==> src/rtl/v850_idecode.sv <==
// ---------------------------------------------------------------------------
// v850_idecode
//
// Instruction decode stage of the V850 core, sitting directly after the
// instruction fetcher. One fetched instruction per cycle is classified into
// a format class. Register numbers and an extended immediate are extracted,
// checked against the halfword length, and registered for the execute stage.
//
// The stage holds its outputs while execute applies backpressure. It inserts
// a one-cycle bubble when an instruction consumes the destination of a load
// that has just left the stage. A flush drops everything it holds.
//
// Ports
//   clk           clock, all state updates on the rising edge
//   rst_n         synchronous active-low reset
//   inst_valid_i  fetch presents an instruction
//   inst_i        instruction, first halfword in [15:0]
//   pc_i          byte address of the instruction
//   inst_len_i    instruction length in halfwords (1..4)
//   inst_ready_o  decode accepts the presented instruction this cycle
//   flush_i       discard all held state (branch redirect)
//   ex_ready_i    execute consumes the decoded instruction
//   dec_valid_o   decoded outputs are valid
//   pc_o, len_o   registered pc_i / inst_len_i
//   op_class_o    format class, 15 when the length does not fit the format
//   opcode_o      inst[10:5]
//   reg1_o        inst[4:0]
//   reg2_o        inst[15:11]
//   cond_o        inst[3:0], meaningful for BCOND only
//   imm_o         extended immediate or displacement
//   illegal_o     encoding/length mismatch
// ---------------------------------------------------------------------------
module v850_idecode (
    input  logic        clk,
    input  logic        rst_n,
    input  logic        inst_valid_i,
    input  logic [63:0] inst_i,
    input  logic [24:0] pc_i,
    input  logic [2:0]  inst_len_i,
    output logic        inst_ready_o,
    input  logic        flush_i,
    input  logic        ex_ready_i,
    output logic        dec_valid_o,
    output logic [24:0] pc_o,
    output logic [2:0]  len_o,
    output logic [3:0]  op_class_o,
    output logic [5:0]  opcode_o,
    output logic [4:0]  reg1_o,
    output logic [4:0]  reg2_o,
    output logic [3:0]  cond_o,
    output logic [31:0] imm_o,
    output logic        illegal_o
);

    localparam logic [3:0] CLS_REG16   = 4'd0;
    localparam logic [3:0] CLS_IMM5    = 4'd1;
    localparam logic [3:0] CLS_SLDST   = 4'd2;
    localparam logic [3:0] CLS_BCOND   = 4'd3;
    localparam logic [3:0] CLS_IMM16   = 4'd4;
    localparam logic [3:0] CLS_LOAD32  = 4'd5;
    localparam logic [3:0] CLS_STORE32 = 4'd6;
    localparam logic [3:0] CLS_JUMP    = 4'd7;
    localparam logic [3:0] CLS_EXT     = 4'd8;
    localparam logic [3:0] CLS_ILLEGAL = 4'd15;

    // Registered state
    logic        dec_valid_r;
    logic        bubble_r;
    logic [4:0]  ld_dst_r;
    logic [24:0] pc_r;
    logic [2:0]  len_r;
    logic [3:0]  op_class_r;
    logic [5:0]  opcode_r;
    logic [4:0]  reg1_r;
    logic [4:0]  reg2_r;
    logic [3:0]  cond_r;
    logic [31:0] imm_r;
    logic        illegal_r;

    // Combinational decode and control
    logic [3:0]  raw_cls_s;
    logic [31:0] raw_imm_s;
    logic        len_ok_s;
    logic [3:0]  dec_cls_s;
    logic [31:0] dec_imm_s;
    logic        inst_ready_s;
    logic        accept_s;
    logic        out_fire_s;
    logic [4:0]  ld_next_s;
    logic        hazard_s;

    // The upper halfword of a 64-bit fetch carries no decoded field.
    logic        unused_hi_s;
    assign unused_hi_s = ^inst_i[63:48];

    // Format classification, first match wins, with raw immediate extraction
    always_comb begin
        raw_cls_s = CLS_REG16;
        raw_imm_s = 32'd0;
        if (inst_i[10:6] == 5'b11110) begin
            raw_cls_s = CLS_JUMP;
            raw_imm_s = {{10{inst_i[5]}}, inst_i[5:0], inst_i[31:17], 1'b0};
        end else if (inst_i[10:6] == 5'b11100) begin
            raw_cls_s = CLS_LOAD32;
            raw_imm_s = {{16{inst_i[31]}}, inst_i[31:16]};
        end else if (inst_i[10:6] == 5'b11101) begin
            raw_cls_s = CLS_STORE32;
            raw_imm_s = {{16{inst_i[31]}}, inst_i[31:16]};
        end else if (inst_i[10:6] == 5'b11111) begin
            raw_cls_s = CLS_EXT;
            raw_imm_s = inst_i[47:16];
        end else if (inst_i[10:8] == 3'b110) begin
            raw_cls_s = CLS_IMM16;
            raw_imm_s = {{16{inst_i[31]}}, inst_i[31:16]};
        end else if (inst_i[10:7] == 4'b1011) begin
            raw_cls_s = CLS_BCOND;
            raw_imm_s = {{23{inst_i[15]}}, inst_i[15:11], inst_i[6:4], 1'b0};
        end else if (inst_i[10:8] == 3'b010) begin
            raw_cls_s = CLS_IMM5;
            raw_imm_s = {{27{inst_i[4]}}, inst_i[4:0]};
        end else if (inst_i[10:8] == 3'b011) begin
            raw_cls_s = CLS_SLDST;
            raw_imm_s = {25'd0, inst_i[6:0]};
        end else begin
            raw_cls_s = CLS_REG16;
            raw_imm_s = 32'd0;
        end
    end

    // Length check: a mismatch still flows downstream, tagged illegal
    always_comb begin
        len_ok_s = 1'b0;
        case (raw_cls_s)
            CLS_REG16, CLS_IMM5, CLS_SLDST, CLS_BCOND:
                len_ok_s = (inst_len_i == 3'd1);
            CLS_JUMP, CLS_LOAD32, CLS_STORE32, CLS_IMM16:
                len_ok_s = (inst_len_i == 3'd2);
            CLS_EXT:
                len_ok_s = (inst_len_i == 3'd3) || (inst_len_i == 3'd4);
            default:
                len_ok_s = 1'b0;
        endcase
        if (len_ok_s) begin
            dec_cls_s = raw_cls_s;
            dec_imm_s = raw_imm_s;
        end else begin
            dec_cls_s = CLS_ILLEGAL;
            dec_imm_s = 32'd0;
        end
    end

    // Handshake and load-use detection
    always_comb begin
        out_fire_s   = dec_valid_r && ex_ready_i;
        inst_ready_s = rst_n && !flush_i && !bubble_r && (!dec_valid_r || ex_ready_i);
        accept_s     = inst_valid_i && inst_ready_s;
        // Value the load tracker takes at this edge. A load leaving now is
        // visible to the instruction accepted in the same cycle, so the
        // hazard is caught without stalling the fetch side first.
        if (out_fire_s) begin
            if ((op_class_r == CLS_LOAD32) && (reg2_r != 5'd0)) begin
                ld_next_s = reg2_r;
            end else begin
                ld_next_s = 5'd0;
            end
        end else if (bubble_r) begin
            ld_next_s = 5'd0;
        end else begin
            ld_next_s = ld_dst_r;
        end
        hazard_s = accept_s && (ld_next_s != 5'd0) &&
                   ((inst_i[4:0] == ld_next_s) || (inst_i[15:11] == ld_next_s));
    end

    // Control state: valid flag, bubble and load tracker
    always_ff @(posedge clk) begin
        if (!rst_n) begin
            dec_valid_r <= 1'b0;
            bubble_r    <= 1'b0;
            ld_dst_r    <= 5'd0;
        end else if (flush_i) begin
            dec_valid_r <= 1'b0;
            bubble_r    <= 1'b0;
            ld_dst_r    <= 5'd0;
        end else begin
            ld_dst_r <= ld_next_s;
            if (bubble_r) begin
                // The hazarding instruction already sits in the output
                // register; it becomes visible once the bubble has expired.
                bubble_r    <= 1'b0;
                dec_valid_r <= 1'b1;
            end else if (accept_s) begin
                bubble_r    <= hazard_s;
                dec_valid_r <= !hazard_s;
            end else if (out_fire_s) begin
                dec_valid_r <= 1'b0;
            end else begin
                dec_valid_r <= dec_valid_r;
            end
        end
    end

    // Decoded payload register, loaded only on accept
    always_ff @(posedge clk) begin
        if (!rst_n) begin
            pc_r       <= 25'd0;
            len_r      <= 3'd0;
            op_class_r <= 4'd0;
            opcode_r   <= 6'd0;
            reg1_r     <= 5'd0;
            reg2_r     <= 5'd0;
            cond_r     <= 4'd0;
            imm_r      <= 32'd0;
            illegal_r  <= 1'b0;
        end else if (accept_s) begin
            pc_r       <= pc_i;
            len_r      <= inst_len_i;
            op_class_r <= dec_cls_s;
            opcode_r   <= inst_i[10:5];
            reg1_r     <= inst_i[4:0];
            reg2_r     <= inst_i[15:11];
            cond_r     <= inst_i[3:0];
            imm_r      <= dec_imm_s;
            illegal_r  <= !len_ok_s;
        end else begin
            pc_r       <= pc_r;
        end
    end

    assign inst_ready_o = inst_ready_s;
    assign dec_valid_o  = dec_valid_r;
    assign pc_o         = pc_r;
    assign len_o        = len_r;
    assign op_class_o   = op_class_r;
    assign opcode_o     = opcode_r;
    assign reg1_o       = reg1_r;
    assign reg2_o       = reg2_r;
    assign cond_o       = cond_r;
    assign imm_o        = imm_r;
    assign illegal_o    = illegal_r;

endmodule

==> config.mk <==
export PLATFORM = sky130hd
export DESIGN_NAME = v850_idecode
export DESIGN_NICKNAME = d
export VERILOG_FILES = /design/src/rtl/v850_idecode.sv
export SDC_FILE = /design/constraint.sdc
export NUM_CORES = 1
export LEC_CHECK = 0
export ABC_CLOCK_PERIOD_IN_PS = 1750
export BUFFER_PORTS_ARGS = -buffer_cell sky130_fd_sc_hd__buf_2
export CAP_MARGIN = 20
export CELL_PAD_IN_SITES_DETAIL_PLACEMENT = 2
export CELL_PAD_IN_SITES_GLOBAL_PLACEMENT = 2
export CORE_MARGIN = 4
export CORE_UTILIZATION = 23
export DETAILED_ROUTE_END_ITERATION = 7
export PLACE_DENSITY = 0.79
export SYNTH_ARGS = -nofsm -noshare
export SYNTH_HDL_FRONTEND = slang
export SYNTH_SLANG_ARGS = --single-unit
==> constraint.sdc <==
create_clock -name clk -period 1.75 [get_ports clk]
set_input_delay 0.35 -clock clk [delete_from_list [all_inputs] [get_ports clk]]
set_output_delay 0.35 -clock clk [all_outputs]
set_load 0.02 [all_outputs]
==> flow_summary.json, run 1 <==
{
  "violations": "setup timing",
  "hp-class": "in2reg",
  "switchingPower_uw": 1290,
  "initial_core_util": 0.238,
  "max_freq_ghz": 0.553,
  "rsz0062_at_grt": "true",
  "drc_errors": 0,
  "die-area_sq_um": 20300,
  "drt_first_pass_iters": 4,
  "p_int_uw": 3430,
  "drtAntennaViolNets": 0,
  "finalSetupTns_ns": -0.0985,
  "layout-drive-gt1-share": 0.391,
  "cts_tree": "yes",
  "r2r.worst_path.cells": 7,
  "grt_remaining_overflow": 0,
  "worst_ep_arrival_time_ns": 2.04,
  "dp_cells": 903,
  "cp_slowest_cell": "dfxtp_2",
  "dieWidth_um": 143,
  "insertion_delay_ns": 0.35,
  "cts.sinks": 88,
  "drv_slew": 0,
  "whs_endpoint": "pc_o[0]",
  "hold_buffers": 0,
  "drt-initial-drc-count": 156,
  "port_buffers": 167,
  "combPwrFrac": 0.151,
  "crit_family": "simple AND/OR/NAND/NOR gates",
  "synth_nets": 603,
  "grt_pass1_vias": 4859,
  "die-height_um": 143,
  "vias": 4441,
  "finalWorstSetupSlack_ns": -0.0580,
  "path_max_fanout": 4,
  "critPathBufInv": 1,
  "cpPeakStageDelay_ns": 0.33,
  "synth_cell_types": 53,
  "final_common_cell": "buf_2",
  "antenna_found_initial": 3,
  "cts_root_buf": "clkbuf_16",
  "cp.required_ns": 1.98,
  "yosysSeqAreaShare": 0.423,
  "num-nets-final": 791,
  "fin_worst_skew_ns": 0.00499,
  "ctsHtreeMaxLevel": 3,
  "ctsLongestPathBuffers": 2,
  "multiInputGateArea_sq_um": 2310,
  "worstHoldPathCells": 3,
  "fin_cells": 925,
  "period_share": 1.03,
  "n_fill_cell": 2014,
  "crit_chain": "and4bb_4 > buf_6 > a32oi_4 > xor2_2 > nand2_2 > nor4b_4 > o31ai_1",
  "grt.total_usage": 0.169,
  "clk_pin_slew_worst_paths_ns": 0.07,
  "layout_common_cells": "buf_2 (166), nand2_1 (131), dfxtp_1 (86)",
  "total_power_uw": 4720,
  "ys_ff_latch": 88,
  "coreArea_sq_um": 17500,
  "vdd_ir_drop_max_uv": 442,
  "dp_hpwl_um": 13300,
  "synth_top_area_share": 0.423,
  "regToRegStartpoint": "op_class_o[1]",
  "status": "finished with violations",
  "min-delay-start": "pc_i[0]",
  "io_pins": 184,
  "gp_congestion": 0.910,
  "grt_pass1_wl_um": 26800,
  "avgViaCountPerCell": 4.80,
  "grt_max_degree": 57,
  "wl_per_cell_um": 18.8,
  "placementRows": 48,
  "avgSynthCellArea_sq_um": 8.24,
  "synthTopCellsByArea": "dfxtp_1 (42%), nand2_1 (12%), a21boi_0 (8.3%)",
  "ys_warn_count": 0,
  "power_frac_clock": 0.408,
  "p_sw_frac": 0.273,
  "p_leak_uw": 0.00259,
  "cts_buffers": 9,
  "post-route-min-period_ns": 1.81,
  "r2r-end": "dec_valid_o",
  "ff2ff_setup_slack_ns": -0.06,
  "drt_wl_total_um": 17400,
  "slew_headroom": 0.702,
  "maxCapViolations": 0,
  "flow.area_growth_from_synthesis_pct": 42.7,
  "syn_inst": 506,
  "cp-start-kind": "register",
  "p_seq_frac": 0.441,
  "power.density_nw_per_um2": 794,
  "ff_latch_area_sq_um": 1760,
  "worst_slew_pin_slew_ns": 0.447,
  "synth_area_sq_um": 4170,
  "setup_viol": 2,
  "path_class": "reg2reg",
  "critPathCaptureType": "register",
  "yosys.area.top_type": "dfxtp_1",
  "finalHoldViolCount": 0
}
## per-layer routing
metal / up-vias / wire length, um / track usage
met5: - / 26 / 0
met2: 137 / 8540 / 0.295
met4: 4 / 474 / 0.0670
met1: 2156 / 7050 / 0.192
li1: 2111 / - / -
met3: 33 / 1340 / 0.0526
## power groups by stage
| stage | Sequential (uW) | Clock (uW) | Combinational [uW] |
|---|---|---|---|
| 2_1_floorplan | 2180 | 0 | 297 |
| 3_3_place_gp | 2120 | 0 | 670 |
| 3_5_place_dp | 2130 | 0 | 701 |
| 4_1_cts | 2080 | 2010 | 712 |
| 5_1_grt | 2090 | 2090 | 778 |
| 6_report | 2080 | 1930 | 713 |
## worst max path at each step
stage / from / cells past startpoint / end
after floorplan: op_class_o[1] / 6 / bubble_r
after detailed placement: op_class_o[1] / 7 / dec_valid_o
after CTS: op_class_o[3] / 8 / dec_valid_o
after global placement: op_class_o[1] / 7 / dec_valid_o
after global routing: ld_dst_r[1] / 5 / dec_valid_o
final: op_class_o[1] / 7 / dec_valid_o
## worst reg2reg max path, cell delays in order (launching register included)
cell,delay [ns]
dfxtp_2,0.33
and4bb_4,0.25
buf_6,0.13
a32oi_4,0.30
xor2_2,0.22
nand2_2,0.10
nor4b_4,0.28
o31ai_1,0.10
## metrics by stage
| stage | cell area [sq um] | hold WS, ns | util | setup WS (ns) |
|---|---|---|---|---|
| 2_1_floorplan | 4190 | 0.484 | - | 0.0138 |
| 3_3_place_gp | 5510 | 0.436 | 0.314 | -0.0921 |
| 3_5_place_dp | 5510 | 0.456 | 0.314 | -0.247 |
| 4_1_cts | 5890 | 0.233 | 0.336 | -0.0271 |
| 5_1_grt | 5950 | 0.242 | 0.339 | -0.121 |
| 6_report | 5950 | 0.248 | 0.339 | -0.0580 |
## logic make-up after synthesis
group / share of synthesized area
and+or+nand+nor: 0.229
AOI/OAI and AO/OA: 0.269
DFF: 0.423
buffers and inverters: 0.0534
xor gates and xnor gates: 0.0210
muxes: 0.00510
## sequential cells by signal (all words and copies together), names as in the netlist
| signal | flops |
|---|---|
| len_o | 3 |
| reg1_o | 5 |
| illegal_o | 1 |
| ld_dst_r | 5 |
| reg2_o | 5 |
| bubble_r | 1 |
| imm_o | 32 |
| pc_o | 25 |
| op_class_o | 4 |
| opcode_o | 6 |
| dec_valid_o | 1 |
## cell type report
| type | count | share of cell area |
|---|---|---|
| antenna | 1 | 0.000421 |
| clock buffer | 9 | 0.0379 |
| clock inverter | 7 | 0.0105 |
| inverter | 4 | 0.00252 |
| multi-input combinational | 373 | 0.389 |
| sequential | 88 | 0.297 |
| tap | 225 | 0.0473 |
| timing repair buffer | 218 | 0.216 |
## synthesized netlist by cell type (all sizes together)
library cell and instances:
and2 19, nor2 19, dfxtp 88, a21boi 46, nor3b 1, and3 5
a31o 1, clkbuf 26, nor4bb 1, nor4b 1, inv 4, or3 11
nor4 1, nand3 5, a32oi 4, nand2 132, and4bb 1, nand4 1
a21o 2, xor2 1, o31ai 16, a22o 6, buf 15, or2 4
o41ai 1, a32o 7, o21ai 25, a21oi 31, mux2i 1, o21a 2
nor2b 2, o22ai 2, mux2 1, or4 2, nand2b 4, a31oi 3
and3b 1, a22oi 3, xnor2 9, o211ai 2
## what timing repair did
action / in CTS / in global routing
pin swaps: 9 / 6
gates resized for setup: 14 / 9
endpoints found under the setup margin: 3 / 9
gates cloned: 0 / 0
buffers inserted: 4 / 2
Power figures use the tool's default switching activity.
==> inputs of run 2 (changes only) <==
Settings changed: ABC_AREA set to 1, CORE_UTILIZATION 23 to 22, PLACE_DENSITY 0.79 to 0.81.
==> run 2 against run 1 <==
Against the previous run: the run still ends with setup timing left; first-iteration DRC count is 9.6% lower; routed wire length is 4.1% higher; largest cell class unchanged; count of clock-buffer cells in the layout is 1 higher.
==> flow_summary.json, run 2 <==
{
  "status": "finished with violations",
  "violations": "setup timing",
  "post-route-min-period_ns": 1.78,
  "ctsHtreeMaxLevel": 3,
  "drt_wl_total_um": 18100,
  "setup_viol": 12,
  "yosysSeqAreaShare": 0.428,
  "fin_cells": 1048,
  "avgViaCountPerCell": 4.68,
  "finalHoldViolCount": 0,
  "gp_congestion": 0.832,
  "drc_errors": 0,
  "grt_remaining_overflow": 0,
  "ys_warn_count": 0,
  "cts_buffers": 9,
  "syn_inst": 606,
  "synth_nets": 703,
  "layout_common_cells": "buf_2 (167), nand2_1 (119), dfxtp_1 (84)",
  "worst_ep_arrival_time_ns": 2.07,
  "synth_top_area_share": 0.428,
  "vias": 4900,
  "p_leak_uw": 0.00296,
  "vdd_ir_drop_max_uv": 448,
  "insertion_delay_ns": 0.35,
  "synth.top_cells.by_count": "nand2_1 (134), dfxtp_1 (88), nor2_1 (76)",
  "initial_core_util": 0.226,
  "drv_slew": 0,
  "synth_most_common_cell": "nand2_1",
  "n_fill_cell": 2208,
  "wl_per_cell_um": 17.3,
  "hp-class": "in2reg",
  "final_common_cell": "buf_2",
  "worst_slew_pin_slew_ns": 0.476,
  "drt-initial-drc-count": 141,
  "grt_max_degree": 50,
  "async_flop_share": 0,
  "cts_root_buf": "clkbuf_16",
  "total_power_uw": 4860,
  "ys_ff_latch": 88,
  "drt_first_pass_iters": 4,
  "placementRows": 49,
  "slew_headroom": 0.682,
  "rsz0062_at_grt": "true",
  "dp_cells": 1023,
  "synthTopCellsByArea": "dfxtp_1 (43%), nand2_1 (12%), a21oi_1 (8.7%)",
  "yosys.area.top_type": "dfxtp_1",
  "pre_cts_slack_ns": -0.297,
  "cp.required_ns": 2.03,
  "finalWorstSetupSlack_ns": -0.0334,
  "die-height_um": 145,
  "avgSynthCellArea_sq_um": 6.80,
  "maxCapViolations": 0,
  "critPathCaptureType": "register",
  "synth_ff_type": "dfxtp_1",
  "die-area_sq_um": 21000,
  "ctsLongestPathBuffers": 2,
  "antenna_found_initial": 4,
  "period_share": 1.02,
  "finalSetupTns_ns": -0.272,
  "coreArea_sq_um": 18200,
  "drtAntennaViolNets": 0,
  "grt.total_usage": 0.166,
  "clk_pin_slew_worst_paths_ns": 0.07,
  "io_pins": 184,
  "fin_worst_skew_ns": 0.00653,
  "max_freq_ghz": 0.561,
  "dieWidth_um": 145,
  "cp-start-kind": "input port",
  "cts_tree": "yes",
  "dp_hpwl_um": 13500,
  "grt_pass1_wl_um": 27000,
  "port_buffers": 167,
  "ff_latch_area_sq_um": 1770,
  "hold_buffers": 0,
  "flow.area_growth_from_synthesis_pct": 48.2,
  "path_max_fanout": 6,
  "largest_reg_flops": 32,
  "grt_pass1_vias": 5041,
  "layout-drive-gt1-share": 0.379,
  "synth_area_sq_um": 4120,
  "power.density_nw_per_um2": 796,
  "cts.sinks": 88,
  "multiInputGateArea_sq_um": 2130,
  "num-nets-final": 910,
  "synth_cell_types": 28,
  "path_class": "in2reg",
  "synth-edff-count": 0
}
run 2: changes by cell type in the layout (fill, tap and decap cells not counted), sizes merged, moves of 11 or more:
cell and change:
o31ai -16, inv +47, o21ai +48, buf +12
a21oi +42, and2 -19, nor2 +59, or2 +13
or3 -11, a21boi -46, nand3 +42
run 2: final cells by class:
class,instances,share of cell area
Antenna cell,1,0.000410
Clock buffer,10,0.0392
Clock inverter,6,0.00800
Inverter,48,0.0303
Multi-Input combinational cell,434,0.349
Sequential cell,88,0.290
Tap cell,229,0.0469
Timing Repair Buffer,232,0.236
run 2: stage by stage:
| step | area (sq um) | utilization | hold slack (ns) |
|---|---|---|---|
| after floorplan | 4130 | - | 0.477 |
| after global placement | 5570 | 0.306 | 0.452 |
| after detailed placement | 5570 | 0.306 | 0.458 |
| after CTS | 5890 | 0.323 | 0.229 |
| after global routing | 6100 | 0.335 | 0.256 |
| final | 6100 | 0.335 | 0.244 |
run 2: worst paths after layout:
check / to / start / cells after the start / slack (ns)
min reg2reg: imm_o[18] / imm_o[18] / 2 / 0.46
max reg2reg: imm_o[3] / dec_valid_o / 12 / -0.03
min: pc_o[3] / pc_i[3] / 3 / 0.24
max: imm_o[3] / rst_n / 13 / -0.03
run 2: what timing repair did:
action                                 CTS  global route
pin swaps                                0            15
setup endpoints to repair                3            45
buffers inserted                         0             5
resized for setup                        9            34
endpoints found under the hold margin    0             0
gates cloned                             0             3
run 2: power breakdown:
group          internal, uW  leakage, uW  switching (uW)
logic                   307      0.00211             497
clock network          1020     0.000132             932
registers              2070     0.000717            35.2
run 2: routing by layer:
metal  vias to the layer above  global-route usage  share of wire
met4                         6              0.0393          0.018
met2                       118               0.284           0.49
li1                       2373                   -              -
met5                         -                   0         0.0018
met3                        24              0.0417          0.052
met1                      2379               0.210           0.44
run 2: kinds of logic (layout without fill, tap and decap cells):
kind of cell | count (synthesis) | count (layout) | synth area share
AOI/OAI and AO/OA | 149 | 149 | 0.187
other | 0 | 1 | 0
DFF | 88 | 88 | 0.428
and+or+nand+nor | 284 | 284 | 0.295
buffers and inverters | 84 | 296 | 0.0875
muxes | 1 | 1 | 0.00243
run 2: worst max-delay path: stages:
cell and delay (ns):
buf_2 0.11, inv_4 0.04, or2_1 0.29, nor2_8 0.15, nand2_4 0.08, inv_4 0.07
o21ai_2 0.06, a21oi_2 0.12, nand2_2 0.10, nor2_4 0.28, clkbuf_16 0.21, nand3_1 0.08
a21oi_1 0.12
==> inputs of run 3 (changes only) <==
Settings changed: CTS_BUF_LIST set to sky130_fd_sc_hd__clkbuf_4.
==> run 3 against run 2 <==
Against the previous run: the run now ends clean; clock skew increased by 0.022 ns; via count decreased by 1.5%; total power decreased by 17%; routed wire length decreased by 3.3%; critical path type is now reg2reg; largest cell class unchanged; largest power group unchanged.
==> flow_summary.json, run 3 (synthesized netlist as in run 2, its figures left out) <==
{
  "path_class": "reg2reg",
  "dieWidth_um": 145,
  "ff2ff_setup_slack_ns": 0.08,
  "flow.area_growth_from_synthesis_pct": 42.4,
  "grt_max_degree": 50,
  "p_int_uw": 2680,
  "ctsHtreeMaxLevel": 3,
  "setup_viol": 0,
  "combPwrFrac": 0.195,
  "finalWorstSetupSlack_ns": 0.0782,
  "cpPeakStageDelay_ns": 0.37,
  "cp-start-kind": "register",
  "drt-initial-drc-count": 151,
  "gp_congestion": 0.832,
  "cts_root_buf": "clkbuf_4",
  "port_buffers": 167,
  "ff_latch_area_sq_um": 1770,
  "grt_pass1_wl_um": 27100,
  "worst_slew_pin_slew_ns": 0.487,
  "drtAntennaViolNets": 0,
  "p_seq_frac": 0.520,
  "final_common_cell": "buf_2",
  "n_fill_cell": 2224,
  "insertion_delay_ns": 0.49,
  "path_max_fanout": 9,
  "p_leak_uw": 0.00285,
  "worst_ep_arrival_time_ns": 2.12,
  "maxCapViolations": 0,
  "slew_headroom": 0.675,
  "drc_errors": 0,
  "vdd_ir_drop_max_uv": 220,
  "die-height_um": 145,
  "cpMostUsedCell": "nand2_2",
  "crit_chain": "buf_4 > nand2_4 > nor2_1 > nand2_2 > nand2_2 > buf_4 > buf_4 > nor3_1 > a21oi_1 > nand2_2 > nand2_2 > a21oi_2",
  "total_power_uw": 4050,
  "layout-drive-gt1-share": 0.378,
  "grt_remaining_overflow": 0,
  "grt.total_usage": 0.167,
  "grt_pass1_vias": 5031,
  "avgViaCountPerCell": 4.62,
  "cts_buffers": 9,
  "clk_pin_slew_worst_paths_ns": 0.17,
  "status": "finished, final reports clean",
  "vias": 4826,
  "drt_first_pass_iters": 6,
  "coreArea_sq_um": 18200,
  "drv_slew": 0,
  "layout_common_cells": "buf_2 (166), nand2_1 (122), dfxtp_1 (84)",
  "dp_hpwl_um": 13500,
  "cts_tree": "yes",
  "post-route-min-period_ns": 1.67,
  "rsz0062_at_grt": "true",
  "multiInputGateArea_sq_um": 2120,
  "max_freq_ghz": 0.598,
  "largest_reg_flops": 32,
  "critPathCaptureType": "register",
  "antenna_found_initial": 4,
  "period_share": 0.955,
  "num-nets-final": 906,
  "hp-class": "in2reg",
  "ctsLongestPathBuffers": 2,
  "initial_core_util": 0.226,
  "power_frac_clock": 0.285,
  "placementRows": 49,
  "cp.required_ns": 2.19,
  "p_sw_frac": 0.339,
  "wl_per_cell_um": 16.8,
  "drt_wl_total_um": 17500,
  "finalHoldViolCount": 0,
  "cp_slowest_cell": "dfxtp_2",
  "cts.sinks": 88,
  "power.density_nw_per_um2": 691,
  "die-area_sq_um": 21000,
  "switchingPower_uw": 1370,
  "pre_cts_slack_ns": -0.297,
  "fin_worst_skew_ns": 0.0280,
  "io_pins": 184
}
==> run 3: cell types whose count changed in the layout (fill, tap and decap cells not counted), sizes merged <==
cell | before | now
buf | 230 | 228
clkbuf | 12 | 9
clkinv | 0 | 1
==> run 3: area by class of cell <==
class / instances / share of cell area
Sequential cell: 88 / 0.301
Antenna cell: 1 / 0.000427
Tap cell: 229 / 0.0489
Inverter: 48 / 0.0316
Clock buffer: 9 / 0.0115
Timing Repair Buffer: 228 / 0.236
Clock inverter: 7 / 0.00896
Multi-Input combinational cell: 434 / 0.362
==> run 3: routing by layer <==
layer,up-vias,track usage,wire length (um)
met1,2322,0.209,7800
met5,-,0,28
met2,110,0.285,8580
met4,6,0.0422,222
met3,18,0.0473,907
li1,2370,-,-
==> run 3: power groups by stage <==
| stage | logic [uW] | registers, uW | clock network, uW |
|---|---|---|---|
| after floorplan | 320 | 2230 | 0 |
| after global placement | 756 | 2150 | 0 |
| after detailed placement | 778 | 2150 | 0 |
| after CTS | 793 | 2110 | 1220 |
| after global routing | 881 | 2120 | 1290 |
| final | 791 | 2110 | 1150 |
==> run 3: path summary, 6_finish.rpt <==
kind	startpoint	endpoint	cells past startpoint
worst min register to register	imm_o[18]	imm_o[18]	2
worst max-delay path	dec_valid_o	dec_valid_o	12
worst min-delay path	pc_i[3]	pc_o[3]	3
worst max register to register	dec_valid_o	dec_valid_o	12
==> run 3: critical path, delay by kind of cell, from the launching register on <==
kind	cells	cell delay, ns
flip-flops	1	0.37
AO/OA/AOI/OAI	2	0.20
buffers and inverters	3	0.40
AND/OR/NAND/NOR	7	0.65
==> run 3: through the flow <==
stage               cell area, sq um   util  hold WS, ns  instances  setup TNS (ns)
floorplan                       4130      -        0.477        606         -0.0739
global placement                5570  0.306        0.452       1023           -6.45
detailed placement              5570  0.306        0.458       1023          -10.68
CTS                             5750  0.316       0.0330       1041               0
global route                    5860  0.322       0.0668       1044          -0.138
finish                          5860  0.322       0.0961       1044               0
==> run 3: timing repair <==
| action | in CTS | in global routing |
|---|---|---|
| setup buffers | 2 | 2 |
| endpoints found under the setup margin | 5 | 16 |
| pin swaps | 3 | 9 |
| hold buffers | 0 | 0 |
| resized for setup | 14 | 30 |
